==> config.mk <==
export PLATFORM = sky130hd
export DESIGN_NAME = spi_cmd_master
export DESIGN_NICKNAME = d
export VERILOG_FILES = /design/src/rtl/spi_pkg.sv /design/src/rtl/spi_clk_div.sv /design/src/rtl/spi_cmd_master.sv
export SDC_FILE = /design/constraint.sdc
export NUM_CORES = 1
export LEC_CHECK = 0
export CORE_UTILIZATION = 59
export CTS_CLUSTER_SIZE = 14
export DETAILED_ROUTE_END_ITERATION = 12
export HOLD_SLACK_MARGIN = 0.12
export PLACE_DENSITY = 0.95
export SLEW_MARGIN = 0
export SYNTH_ARGS = -nofsm -noshare
export SYNTH_HDL_FRONTEND = slang
export SYNTH_SLANG_ARGS = --single-unit
export TNS_END_PERCENT = 50
==> constraint.sdc <==
create_clock -name clk -period 6.7 [get_ports clk]
set_clock_uncertainty 0.1 [all_clocks]
set_input_delay 2.01 -clock clk [delete_from_list [all_inputs] [get_ports clk]]
set_output_delay 2.01 -clock clk [all_outputs]
set_load 0.01 [all_outputs]
==> src/rtl/spi_pkg.sv <==
// Shared types and constants for the SPI command master: FSM state encoding,
// common serial-flash opcodes and a state-name helper for annotating traces.
package spi_pkg;

   typedef enum logic [2:0] {
      IDLE     = 3'd0,
      ASSERT   = 3'd1,
      CMD      = 3'd2,
      RD       = 3'd3,
      DEASSERT = 3'd4,
      GAP      = 3'd5
   } state_t;

   localparam logic [7:0] RDID = 8'h9F;
   localparam logic [7:0] READ = 8'h03;
   localparam logic [7:0] RDSR = 8'h05;

   // Eight ASCII characters, right-justified and zero-padded on the left.
   function automatic logic [63:0] state_name(input state_t s);
      case (s)
         IDLE:     return 64'("IDLE");
         ASSERT:   return 64'("ASSERT");
         CMD:      return 64'("CMD");
         RD:       return 64'("RD");
         DEASSERT: return 64'("DEASSERT");
         GAP:      return 64'("GAP");
         default:  return 64'("UNKNOWN");
      endcase
   endfunction

endpackage

==> src/rtl/spi_clk_div.sv <==
// Half-period divider. The counter runs while enabled and is synchronously
// cleared. Tick marks the last clk cycle of each SCLK half-period.
module spi_clk_div #(
   parameter int CLK_DIV = 2
) (
   input  logic clk,
   input  logic reset,
   input  logic en,
   input  logic clr,
   output logic tick
);

   localparam int CW = (CLK_DIV > 1) ? $clog2(CLK_DIV) : 1;
   localparam logic [CW-1:0] LAST = CW'(CLK_DIV - 1);

   logic [CW-1:0] cnt_reg;
   logic [CW-1:0] cnt_next;

   always_comb begin
      cnt_next = cnt_reg;
      if (clr)
         cnt_next = '0;
      else if (en)
         cnt_next = (cnt_reg == LAST) ? '0 : cnt_reg + CW'(1);
   end

   always_ff @(posedge clk or posedge reset) begin
      if (reset)
         cnt_reg <= '0;
      else
         cnt_reg <= cnt_next;
   end

   assign tick = en && !clr && (cnt_reg == LAST);

endmodule

==> src/rtl/spi_cmd_master.sv <==
// SPI master for serial flash: shifts one opcode out MSB first, then captures
// 0..MAX_RD_BITS bits from MISO. All SPI pins are driven straight from registers.
module spi_cmd_master
   import spi_pkg::*;
#(
   parameter int CLK_DIV     = 2,
   parameter int INST_BITS   = 8,
   parameter int MAX_RD_BITS = 32,
   parameter int CPOL        = 0,
   parameter int CS_GAP      = 2
) (
   input  logic                               clk,
   input  logic                               reset,
   input  logic                               start,
   input  logic [INST_BITS-1:0]               cmd,
   input  logic [$clog2(MAX_RD_BITS+1)-1:0]   rd_bits,
   output logic                               busy,
   output logic                               done,
   output logic [MAX_RD_BITS-1:0]             rd_data,
   output logic                               SPICLK,
   output logic                               SPICS_N,
   output logic                               SPIMOSI,
   input  logic                               SPIMISO
);

   localparam int RBW     = $clog2(MAX_RD_BITS + 1);
   localparam int CNT_MAX = (INST_BITS > MAX_RD_BITS) ? INST_BITS : MAX_RD_BITS;
   localparam int BCW     = $clog2(CNT_MAX + 1);
   localparam int GAP_N   = (CS_GAP < 1) ? 1 : CS_GAP;
   localparam int GCW     = $clog2(GAP_N + 1);
   localparam logic SCLK_IDLE = (CPOL != 0);
   localparam logic [RBW-1:0] RD_MAX = RBW'(MAX_RD_BITS);

   state_t                 state_reg, state_next;
   logic [BCW-1:0]         bit_cnt_reg, bit_cnt_next;
   logic [GCW-1:0]         gap_cnt_reg, gap_cnt_next;
   logic                   phase_reg, phase_next;
   logic [INST_BITS-1:0]   tx_reg, tx_next;
   logic [MAX_RD_BITS-1:0] rx_reg, rx_next;
   logic [RBW-1:0]         rd_len_reg, rd_len_next;
   logic                   sclk_reg, sclk_next;
   logic                   cs_n_reg, cs_n_next;
   logic                   mosi_reg, mosi_next;
   logic                   busy_reg, busy_next;
   logic                   done_reg, done_next;
   logic [MAX_RD_BITS-1:0] rd_data_reg, rd_data_next;

   logic                   tick;
   logic                   accept;
   logic [RBW-1:0]         rd_bits_clamped;
   logic [BCW-1:0]         bit_cnt_inc;
   logic [INST_BITS-1:0]   tx_shift;
   logic                   cmd_last;
   logic                   rd_last;
   logic                   gap_last;
   logic                   rising;

   spi_clk_div #(
      .CLK_DIV (CLK_DIV)
   ) u_clk_div (
      .clk   (clk),
      .reset (reset),
      .en    (state_reg != IDLE),
      .clr   (accept),
      .tick  (tick)
   );

   assign accept          = (state_reg == IDLE) && start && !busy_reg;
   assign rd_bits_clamped = (rd_bits > RD_MAX) ? RD_MAX : rd_bits;
   assign bit_cnt_inc     = bit_cnt_reg + BCW'(1);
   assign tx_shift        = tx_reg << 1;
   assign cmd_last        = (bit_cnt_reg == BCW'(INST_BITS - 1));
   assign rd_last         = (bit_cnt_inc == BCW'(rd_len_reg));
   assign gap_last        = (gap_cnt_reg == GCW'(GAP_N - 1));
   // Leading edge rises in mode 0, trailing edge rises in mode 3.
   assign rising          = (phase_reg == SCLK_IDLE);

   always_ff @(posedge clk or posedge reset) begin
      if (reset)
         state_reg <= IDLE;
      else
         state_reg <= state_next;
   end

   always_comb begin
      state_next = state_reg;
      case (state_reg)
         IDLE:     if (accept) state_next = ASSERT;
         ASSERT:   if (tick) state_next = CMD;
         CMD:      if (tick && phase_reg && cmd_last)
                      state_next = (rd_len_reg != '0) ? RD : DEASSERT;
         RD:       if (tick && phase_reg && rd_last) state_next = DEASSERT;
         DEASSERT: if (tick) state_next = GAP;
         GAP:      if (tick && gap_last) state_next = IDLE;
         default:  state_next = IDLE;
      endcase
   end

   always_comb begin
      bit_cnt_next = bit_cnt_reg;
      gap_cnt_next = gap_cnt_reg;
      phase_next   = phase_reg;
      tx_next      = tx_reg;
      rx_next      = rx_reg;
      rd_len_next  = rd_len_reg;
      sclk_next    = sclk_reg;
      cs_n_next    = cs_n_reg;
      mosi_next    = mosi_reg;
      busy_next    = busy_reg;
      done_next    = 1'b0;
      rd_data_next = rd_data_reg;
      case (state_reg)
         IDLE: begin
            if (accept) begin
               tx_next      = cmd;
               rx_next      = '0;
               rd_len_next  = rd_bits_clamped;
               cs_n_next    = 1'b0;
               mosi_next    = cmd[INST_BITS-1];
               sclk_next    = SCLK_IDLE;
               busy_next    = 1'b1;
               bit_cnt_next = '0;
               gap_cnt_next = '0;
               phase_next   = 1'b0;
            end
         end
         CMD: begin
            if (tick) begin
               if (!phase_reg) begin
                  sclk_next  = ~SCLK_IDLE;
                  phase_next = 1'b1;
               end else begin
                  sclk_next  = SCLK_IDLE;
                  phase_next = 1'b0;
                  tx_next    = tx_shift;
                  if (cmd_last) begin
                     bit_cnt_next = '0;
                     mosi_next    = 1'b0;
                  end else begin
                     bit_cnt_next = bit_cnt_inc;
                     mosi_next    = tx_shift[INST_BITS-1];
                  end
               end
            end
         end
         RD: begin
            mosi_next = 1'b0;
            if (tick) begin
               if (rising)
                  rx_next = (rx_reg << 1) | MAX_RD_BITS'(SPIMISO);
               sclk_next  = phase_reg ? SCLK_IDLE : ~SCLK_IDLE;
               phase_next = ~phase_reg;
               if (phase_reg)
                  bit_cnt_next = rd_last ? '0 : bit_cnt_inc;
            end
         end
         DEASSERT: begin
            if (tick) begin
               cs_n_next    = 1'b1;
               done_next    = 1'b1;
               rd_data_next = rx_reg;
            end
         end
         GAP: begin
            if (tick) begin
               if (gap_last) begin
                  busy_next    = 1'b0;
                  gap_cnt_next = '0;
               end else begin
                  gap_cnt_next = gap_cnt_reg + GCW'(1);
               end
            end
         end
         default: ;
      endcase
   end

   always_ff @(posedge clk or posedge reset) begin
      if (reset) begin
         bit_cnt_reg <= '0;
         gap_cnt_reg <= '0;
         phase_reg   <= 1'b0;
         tx_reg      <= '0;
         rx_reg      <= '0;
         rd_len_reg  <= '0;
         sclk_reg    <= SCLK_IDLE;
         cs_n_reg    <= 1'b1;
         mosi_reg    <= 1'b0;
         busy_reg    <= 1'b0;
         done_reg    <= 1'b0;
         rd_data_reg <= '0;
      end else begin
         bit_cnt_reg <= bit_cnt_next;
         gap_cnt_reg <= gap_cnt_next;
         phase_reg   <= phase_next;
         tx_reg      <= tx_next;
         rx_reg      <= rx_next;
         rd_len_reg  <= rd_len_next;
         sclk_reg    <= sclk_next;
         cs_n_reg    <= cs_n_next;
         mosi_reg    <= mosi_next;
         busy_reg    <= busy_next;
         done_reg    <= done_next;
         rd_data_reg <= rd_data_next;
      end
   end

   assign busy    = busy_reg;
   assign done    = done_reg;
   assign rd_data = rd_data_reg;
   assign SPICLK  = sclk_reg;
   assign SPICS_N = cs_n_reg;
   assign SPIMOSI = mosi_reg;

endmodule
# == Word level (Yosys, flattened, before mapping) ==
# Cells that the tools add are included.
# totals
register_bits,95
# op_classes
n_addsub,3
order_cmp,1
eq_ne,22
mux,51
n_bitwise,2
reduce_logical,33
# ops
op,count
$mux 32,3
$pmux 32 s2,1
$mux 6,8
$or 32x1->32,1
$ne 2x2->1 const B,12
$mux 3,7
$mux 7,3
$reduce_and 4->1,5
$pmux 3 s6,1
$pmux 6 s3,1
$mux 1,17
$pmux 7 s2,1
$reduce_and 6->1,2
$reduce_bool 2->1,6
$reduce_and 3->1,3
$logic_and 1x1->1,8
$add 6x1->6 const B,1
$eq 3x2->1 const B,2
$eq 3x3->1 const B,2
$eq 6x3->1 const B,1
$eq 6x6->1,1
$gt 6x6->1 const B,1
$mux 2,3
$pmux 1 s2,3
other kinds (14),19

# == Logic depth before layout (Yosys ltp) ==
# Gate-level depths: netlist of the first run.
# depth
word_depth,10
ltp_mapped,7

# == Hierarchy ==
# A second synthesis of the first run with hierarchy kept.
# hier_totals
hier_cells,415
area_unflattened_um2,4241.6
# modules_own_cells
module,n_inst,cells_each,area_per_inst_um2,seq_area_each_um2
spi_cmd_master,1,409,4192.8,2353.5
spi_clk_div,1,6,48.8,25.0

# == Worst setup path before layout of the first run ==
# No wires, ideal clock.
# synth_timing
path_type,input -> register
start,input port start
end,register bit_cnt_reg[1]
setup_time_ns,0.135
t_arrival_ns,3.175
required_time_ns,6.465
slack_ns,3.290
stages,5
path_buffers,0
path_cell_list,or4b_1 -> a21oi_2 -> o21ai_2 -> nor3_1 -> nor3_1
# synth_between
elab_chain_len,7
word_cells_on_any_way,9
# synth_rtl
element,line_no,source
"start, declared",spi_cmd_master.sv:14,"input logic start,"
$logic_and 1x1->1 (*) (2 in a row),spi_cmd_master.sv:68,assign accept = (state_reg == IDLE) && start && !busy_reg;
$logic_not 1->1,spi_clk_div.sv:34,assign tick = en && !clr && (cnt_reg == LAST);
$logic_and 1x1->1 (2 in a row),spi_clk_div.sv:34,
$ne 2x2->1 (no line),-,
$reduce_and 6->1 (no line) (*),-,
"end signal, assigned",spi_cmd_master.sv:193,bit_cnt_reg <= bit_cnt_next;
"end, declared",spi_cmd_master.sv:35,"logic [BCW-1:0] bit_cnt_reg, bit_cnt_next;"
# Every way passes the cells marked *; elsewhere a longest branch is shown, timed or not.
# A chain may end at the register's enable or synchronous reset.

# == Worst setup path after layout of the first run ==
# layout_timing
start,input port start
end,register rx_reg[18]
# layout_between
elab_chain_len,7
word_cells_on_any_way,8
# layout_rtl
element,line_no,source
$logic_and 1x1->1 (*) (2 in a row),spi_cmd_master.sv:68,
$logic_not 1->1,spi_clk_div.sv:34,
$logic_and 1x1->1 (2 in a row),spi_clk_div.sv:34,
$ne 2x2->1 (no line),-,
$reduce_and 4->1 (no line) (*),-,
"end signal, assigned",spi_cmd_master.sv:197,rx_reg <= rx_next;
"end, declared",spi_cmd_master.sv:39,"logic [MAX_RD_BITS-1:0] rx_reg, rx_next;"
# Marked as above.

==> results.yml, run 1 <==
floorplan:
  die_h_um: 85.5
  core.rowCount: 30
  die_w_um: 85.5
  io_pins: 55
  initial_core_util: 0.609
  coreArea_um2: 6760
  dieArea_um2: 7310
global_route:
  grt_max_degree: 55
  antenna_found_initial: 0
  track_usage: 0.265
  grt_pass1_wl_um: 14900
  grt_pass1_vias: 3142
  grt_overflow: 0
logic_synthesis:
  synthCells: 392
  ys.flop_type: "dfrtp_1"
  synth_top_area_share: 0.572
  ys_top_cells_by_area: "dfrtp_1 57%, mux2_2 9.3%, nand2_1 7.9%, nand3_1 5.0%, o21ai_0 2.7%"
  synth_edf_count: 0
  syn_nets: 411
  synth.ff_latch_count: 95
  synth_cell_type_count: 46
  yosysWarningCount: 0
  async_flop_share: 1.00
  syn_area_per_cell_um2: 10.5
  synth_area_leader_cell: "dfrtp_1"
  syn_area_um2: 4120
  ys_seq_area_frac: 0.578
routing:
  drtAntennaViolNets: 0
  first_pass_iters: 9
  drc: 0
  routed_via_density: 6.06
  drt_iter0_markers: 234
  vias: 3168
  wl_per_cell_um: 16.7
  drt_wl_total_um: 8730
critical_path:
  r2r_slack_ns: 3.94
  crit_required_ns: 6.91
  max_stage_delay_ns: 1.02
  crit_slowest_cell: "o31a_1"
  cp-start-kind: "input port"
  critPathArrivalTime_ns: 4.39
  cp_max_fo: 32
  worst_setup_path_end_kind: "register"
  critPathKind: "in -> reg"
  crit_top_cell: "nand2_1"
  path_cells: "clkdlybuf4s50_1 > nand2b_1 > nor2_1 > nand2_1 > o31a_1 > nand2_1 > nand2_1"
sta:
  slew_viol_final: 0
  hold_slack_ns: 0.393
  setup_ws_ns: 2.51
  tightest_slew_ns: 1.28
  slew_headroom: 0.145
  grt_setup_unrepaired: "no"
  setup_violations: 0
  fmax_mhz: 239
  finalSetupTns_ns: 0
  hold_viol_final: 0
  finalCritPeriodShare: 0.625
  finalCriticalPeriod_ns: 4.19
finish:
  multi_input_area_um2: 1650
  antenna_cells: 0
  area_growth_pct: 19.7
  layout.area.seq_um2: 2380
  layout-drive-gt1-share: 0.140
  fillCellCount: 439
  nets: 457
job:
  drv_cap: 0
cts:
  clock-root-buffer: "clkbuf_8"
  cts.sinks: 95
  cts_buffers: 9
  path_clk_slew_ns: 0.10
  cts_tree: "yes"
  clock_latency_ns: 0.37
  postCtsSetupBuffers: 0
  cts.htree.levels: 3
  cts_resized: 0
  cts_max_path_buffers: 2
  postCtsHoldBufs: 0
power:
  seqPwrFrac: 0.468
  net-switching-power_mw: 0.562
  ir_worst_vdd_mv: 0.202
  power_density_nw_per_um2: 316
  leakage_nw: 2.37
  comb_power_share: 0.269
  pwr-share-clk: 0.263
  sw_frac_of_total: 0.361
  p_int_mw: 0.995
hold_path:
  hold_class: "reg -> reg"
run_status:
  status: "complete, no violations"
placed_design:
  dp_hpwl_um: 5480
  dp_slack_ns: 2.21
  gp_congestion: 0.986
  numPortBuffers: 54
-- power groups by stage --
stage	combinational, mW	sequential (mW)	clock (mW)
after floorplan	0.335	0.701	0
after global placement	0.394	0.731	0
after detailed placement	0.413	0.735	0
after CTS	0.419	0.727	0.416
after global routing	0.463	0.740	0.438
final	0.419	0.729	0.410
-- cells in the mapped netlist, types with 2 or more instances --
cell,number
a21oi_1,4
xor2_1,2
clkbuf_1,14
and3_1,5
nor2_1,16
nand2_1,87
nand2b_1,8
o21ai_0,22
o31ai_1,2
nand3_1,41
nor3_1,7
buf_2,7
nor2b_1,3
mux2i_1,6
mux2_2,34
o21ai_1,4
xnor2_1,4
dfrtp_1,94
inv_1,4
o21a_1,2
-- worst max-delay path, delay by kind of cell --
kind,cells,cell delay [ns]
AND/OR/NAND/NOR,5,0.94
buffers and inverters,1,0.42
AO/OA/AOI/OAI,1,1.02
-- cell families after synthesis --
group                      share of synthesized area
xor gates and xnor gates                      0.0167
muxes                                          0.108
and+or+nand+nor                                0.196
buffers and inverters                         0.0249
AOI/OAI and AO/OA                             0.0742
DFF                                            0.578
adders and majority gates                    0.00304
-- metrics by stage --
step | power, mW | std cells | util | cell area [um2]
2_1_floorplan | 1.04 | 392 | - | 4120
3_3_place_gp | 1.13 | 507 | 0.696 | 4700
3_5_place_dp | 1.15 | 507 | 0.696 | 4700
4_1_cts | 1.56 | 523 | 0.729 | 4930
5_1_grt | 1.64 | 523 | 0.729 | 4930
6_report | 1.56 | 523 | 0.729 | 4930
-- layout by cell type, fill, tap and decap left out, types with 2 or more instances in the layout --
cell type / Yosys / final
and3_1: 5 / 5
inv_8: 0 / 2
nand2_1: 87 / 87
o21ai_1: 4 / 4
dfrtp_1: 94 / 94
clkdlybuf4s50_1: 0 / 54
clkbuf_8: 0 / 9
o21a_1: 2 / 2
nor2_1: 16 / 15
mux2i_1: 6 / 6
nand2b_1: 8 / 8
clkinv_8: 0 / 2
buf_4: 0 / 2
nand3_1: 41 / 41
inv_1: 4 / 3
mux2_2: 34 / 34
nor3_1: 7 / 7
a21oi_1: 4 / 4
o21ai_0: 22 / 22
nor2b_1: 3 / 3
xnor2_1: 4 / 4
xor2_1: 2 / 2
-- routing by layer --
metal,GRT usage,part of all wire,up-vias
li1,-,-,1436
met5,0,0,-
met3,0.0606,0.063,35
met2,0.420,0.49,153
met4,0.138,0.035,0
met1,0.345,0.41,1544
-- area by class of cell --
type	instances	area share
clock inverters	7	0.0208
well taps	80	0.0203
flip-flops and latches	95	0.483
multi-input cells	272	0.335
repair buffers	56	0.113
inverters	4	0.00330
clock buffers	9	0.0251
-- worst paths after layout --
kind,endpoint,startpoint,depth (start not counted)
setup / recovery,rx_reg[18]$_DFFE_PP0P_,start,7
hold / removal,tx_reg[1]$_DFFE_PP0P_,tx_reg[1]$_DFFE_PP0P_,2
setup reg to reg,rx_reg[18]$_DFFE_PP0P_,state_reg[0]$_DFFE_PP0P_,5
hold reg to reg,tx_reg[1]$_DFFE_PP0P_,tx_reg[1]$_DFFE_PP0P_,2
max in group asynchronous,rx_reg[3]$_DFFE_PP0P_,reset,3
min in group asynchronous,bit_cnt_reg[3]$_DFFE_PP0P_,reset,2
Power figures use the tool's default switching activity.
==> run 2, diff against run 1 <==
Settings changed: CORE_UTILIZATION 59 to 49, PLACE_DENSITY 0.95 to 0.87.
Clock period 6.7 ns to 3.46 ns, I/O delays scaled along.
==> run 2 against run 1 <==
  * Sequential share of layout area decreased by 0.61 points
  * Critical endpoint is now bit_cnt_reg[3]$_DFFE_PP0P_
  * Sequential power rose by 93%
  * Clock power increased by 80%
  * First-iteration DRC count unchanged
  * Via count down 3.8%
==> results.yml, run 2 (synthesized netlist as in run 1, its figures left out) <==
run_status:
  status: "complete, no violations"
routing:
  drtAntennaViolNets: 0
  drt_iter0_markers: 234
  routed_via_density: 5.51
  vias: 3048
  drt_wl_total_um: 8190
  wl_per_cell_um: 14.8
  drc: 0
  first_pass_iters: 5
finish:
  final_common_cell: "dfrtp_1"
  antenna_cells: 0
  fillCellCount: 672
  fin_area_um2: 4990
  fin_cells: 553
  nets: 462
  area_growth_pct: 21.3
  final_util: 0.610
  final_cell_mix: "94 x dfrtp_1, 87 x nand2_1, 54 x clkdlybuf4s50_1"
  layout-drive-gt1-share: 0.150
global_route:
  grt_pass1_wl_um: 14300
  grt_max_degree: 79
  grt_pass1_vias: 2988
  antenna_found_initial: 0
  grt_overflow: 0
  track_usage: 0.207
sta:
  fmax_mhz: 367
  finalCritPeriodShare: 0.789
  finalSetupTns_ns: 0
  slew_viol_final: 0
  hold_viol_final: 0
  slew_headroom: 0.422
  grt_setup_unrepaired: "no"
  setup_ws_ns: 0.732
  tightest_slew_ns: 0.867
  finalCriticalPeriod_ns: 2.73
  setup_violations: 0
floorplan:
  die_w_um: 93.6
  die_h_um: 93.6
  coreArea_um2: 8180
  initial_core_util: 0.503
  dieArea_um2: 8770
  core.rowCount: 33
  io_pins: 55
placed_design:
  dp_hpwl_um: 5520
  place_area_um2: 4780
  gp_congestion: 0.962
  dp_slack_ns: 0.363
  numPortBuffers: 54
  placedCellCount: 537
cts:
  cts.sinks: 95
  postCtsHoldBufs: 0
  cts.htree.levels: 3
  clock_latency_ns: 0.36
  postCtsSetupBuffers: 0
  cts_max_path_buffers: 2
  cts_tree: "yes"
  path_clk_slew_ns: 0.12
  clock-root-buffer: "clkbuf_8"
  cts_buffers: 9
  cts_resized: 0
critical_path:
  crit_family: "simple AND/OR/NAND/NOR gates"
  critPathKind: "in -> reg"
  critPathArrivalTime_ns: 2.86
  crit_required_ns: 3.59
  crit_top_cell: "nor3_1"
  worst_setup_path_end_kind: "register"
  cp-start-kind: "input port"
  cp_max_fo: 6
  crit_slowest_cell: "or4b_1"
  path_cells: "clkdlybuf4s50_1 > or4b_1 > a21oi_2 > o21ai_2 > nor3_1 > nor3_1"
  max_stage_delay_ns: 0.50
  critPathBufInv: 1
power:
  ir_worst_vdd_mv: 0.439
  power_density_nw_per_um2: 598
  leakage_nw: 2.38
job:
  drv_cap: 0
hold_path:
  hold_class: "reg -> reg"
[run 2: routing by layer]
layer	wire length (um)	global-route usage	vias up	share of wire
met5	0	0	-	0
met1	3570	0.277	1510	0.44
met4	130	0.0795	0	0.016
met3	361	0.0358	15	0.044
li1	-	-	1438	-
met2	4130	0.337	85	0.50
[run 2: through the flow]
step | total power [mW] | hold WS (ns)
global route | 3.18 | 0.418
global placement | 2.21 | 0.350
detailed placement | 2.26 | 0.356
finish | 2.98 | 0.376
CTS | 2.99 | 0.382
floorplan | 2.01 | 0.333
[run 2: worst min-delay path, cell delays in order, from the launching register on]
cell,delay (ns)
dfrtp_1,0.36
nand2_1,0.05
nand2_1,0.05
[run 2: path summary, 6_finish.rpt]
path / end / depth (start not counted) / from / slack [ns]
worst min register to register: rx_reg[31]$_DFFE_PP0P_ / 2 / rx_reg[31]$_DFFE_PP0P_ / 0.38
worst min-delay path: rx_reg[31]$_DFFE_PP0P_ / 2 / rx_reg[31]$_DFFE_PP0P_ / 0.38
min in group asynchronous: rd_len_reg[4]$_DFFE_PP0P_ / 2 / reset / 0.93
worst max-delay path: bit_cnt_reg[3]$_DFFE_PP0P_ / 6 / start / 0.73
max in group asynchronous: phase_reg$_DFFE_PP0P_ / 3 / reset / 1.62
worst max register to register: rx_reg[3]$_DFFE_PP0P_ / 5 / state_reg[2]$_DFFE_PP0P_ / 0.99
[run 2: power by group]
| group | switching, mW | internal [mW] |
|---|---|---|
| Combinational | 0.494 | 0.342 |
| Clock | 0.446 | 0.290 |
| Sequential | 0.165 | 1.25 |
| Total | 1.10 | 1.88 |
[run 2: cell type report]
type	instances	area, um2	area share
clock buffers	9	124	0.0248
multi-input cells	272	1650	0.331
well taps	105	131	0.0263
clock inverters	7	81.3	0.0163
repair buffers	61	606	0.121
flip-flops and latches	95	2380	0.477
inverters	4	18.8	0.00376
==> run 3, diff against run 2 <==
Settings changed: CORE_UTILIZATION 49 to 55, PLACE_DENSITY 0.87 to 0.92.
Clock period 3.46 ns to 2.8 ns, I/O delays scaled along.
==> run 3 against run 2 <==
  * Combinational power is 29% higher
  * Flip-flop and latch count stayed put
  * Power is 23% higher
  * Critical path type unchanged
  * Cell count is 0.90% lower
  * Critical endpoint is now bit_cnt_reg[4]$_DFFE_PP0P_
  * Worst setup slack worse by 0.43 ns
  * Sequential power is 23% higher
  * Register-to-register slack worse by 0.55 ns
==> results.yml, run 3 (synthesized netlist as in run 1, its figures left out) <==
finish:
  final_common_cell: "dfrtp_1"
  layout-drive-gt1-share: 0.151
  antenna_cells: 0
  area_growth_pct: 21.1
  fin_cells: 548
  final_cell_mix: "94 x dfrtp_1, 87 x nand2_1, 54 x clkdlybuf4s50_1"
  fin_area_um2: 4980
  nets: 463
placed_design:
  gp_congestion: 0.899
  numPortBuffers: 54
  dp_hpwl_um: 5590
  place_area_um2: 4800
  placedCellCount: 532
critical_path:
  r2r_slack_ns: 0.44
  worst_setup_path_end_kind: "register"
  crit_path_start: "start"
  critPathKind: "in -> reg"
  reg2reg_depth: 7
  reg2reg_to: "bit_cnt_reg[3]$_DFFE_PP0P_"
  critPathArrivalTime_ns: 2.70
  crit_required_ns: 3.01
  worstReg2RegStart: "bit_cnt_reg[0]$_DFFE_PP0P_"
  cp-start-kind: "input port"
  cp_max_fo: 4
routing:
  first_pass_iters: 5
  routed_via_density: 5.65
  drt_iter0_markers: 367
  drt_wl_total_um: 8480
  wl_per_cell_um: 15.5
  drc: 0
  vias: 3098
  drtAntennaViolNets: 0
sta:
  tightest_slew_ns: 0.763
  setup_violations: 0
  grt_setup_unrepaired: "no"
  slew_viol_final: 0
  slew_headroom: 0.488
  hold_viol_final: 0
  finalCritPeriodShare: 0.891
  finalCriticalPeriod_ns: 2.49
  fmax_mhz: 401
run_status:
  status: "complete, no violations"
cts:
  clock-root-buffer: "clkbuf_8"
  postCtsHoldBufs: 0
  clock_latency_ns: 0.36
  path_clk_slew_ns: 0.10
  cts_buffers: 9
  postCtsSetupBuffers: 0
  cts_resized: 0
  cts_tree: "yes"
  cts_max_path_buffers: 2
  cts.sinks: 95
  cts.htree.levels: 3
power:
  ir_worst_vdd_mv: 0.358
  power_density_nw_per_um2: 737
  leakage_nw: 2.38
floorplan:
  core.rowCount: 31
  die_h_um: 88.5
  coreArea_um2: 7250
  initial_core_util: 0.567
  io_pins: 55
  dieArea_um2: 7830
  die_w_um: 88.5
global_route:
  grt_overflow: 0
  grt_max_degree: 96
  grt_pass1_wl_um: 14500
  grt_pass1_vias: 3080
  track_usage: 0.245
  antenna_found_initial: 0
hold_path:
  hp-start: "rx_reg[31]$_DFFE_PP0P_"
  hold_class: "reg -> reg"
  min_to: "rx_reg[31]$_DFFE_PP0P_"
  hold-path-cell-count: 2
job:
  drv_cap: 0
[run 3: changes by cell type in the layout (fill, tap and decap cells not counted), sizes merged]
| cell | previous run | this run |
|---|---|---|
| clkinvlp | 1 | 2 |
| buf | 7 | 8 |
| clkinv | 3 | 2 |
[run 3: how the worst max path moves through the flow]
stage / to / cells past startpoint / slack [ns]
floorplan: bit_cnt_reg[1]$_DFFE_PP0P_ / 5 / 0.56
global placement: bit_cnt_reg[3]$_DFFE_PP0P_ / 6 / 0.05
detailed placement: bit_cnt_reg[4]$_DFFE_PP0P_ / 7 / -0.02
CTS: bit_cnt_reg[4]$_DFFE_PP0P_ / 7 / 0.35
global route: bit_cnt_reg[3]$_DFFE_PP0P_ / 6 / 0.20
finish: bit_cnt_reg[4]$_DFFE_PP0P_ / 7 / 0.31
[run 3: worst max-delay path, stage by stage]
cell	delay, ns
clkdlybuf4s50_1	0.48
or4b_1	0.47
a21oi_2	0.23
o21ai_2	0.12
buf_4	0.16
nor3_1	0.22
a221o_1	0.18
[run 3: layout make-up]
class	count	area, um2
clock buffers	9	124
clock inverters	7	63.8
fillers	549	2270
inverters	4	18.8
multi-input cells	272	1650
flip-flops and latches	95	2380
well taps	99	124
repair buffers	62	626
[run 3: power breakdown]
group | switching [mW] | internal (mW)
combinational | 0.635 | 0.443
sequential | 0.196 | 1.54
clock | 0.514 | 0.344
total | 1.35 | 2.33
[run 3: metrics by stage]
stage	hold slack (ns)	power, mW	worst slack [ns]	util	setup TNS [ns]
floorplan	0.333	2.48	0.560	-	0
global placement	0.346	2.76	0.0513	0.661	0
detailed placement	0.375	2.81	-0.0156	0.661	-0.0255
CTS	0.396	3.68	0.350	0.687	0
global route	0.416	3.90	0.200	0.687	0
finish	0.388	3.67	0.305	0.687	0
[run 3: metal layers]
metal | part of all wire | track usage | vias to the layer above
met3 | 0.041 | 0.0494 | 17
li1 | - | - | 1455
met1 | 0.43 | 0.316 | 1535
met2 | 0.51 | 0.404 | 91
met5 | 0 | 0 | -
met4 | 0.022 | 0.107 | 0
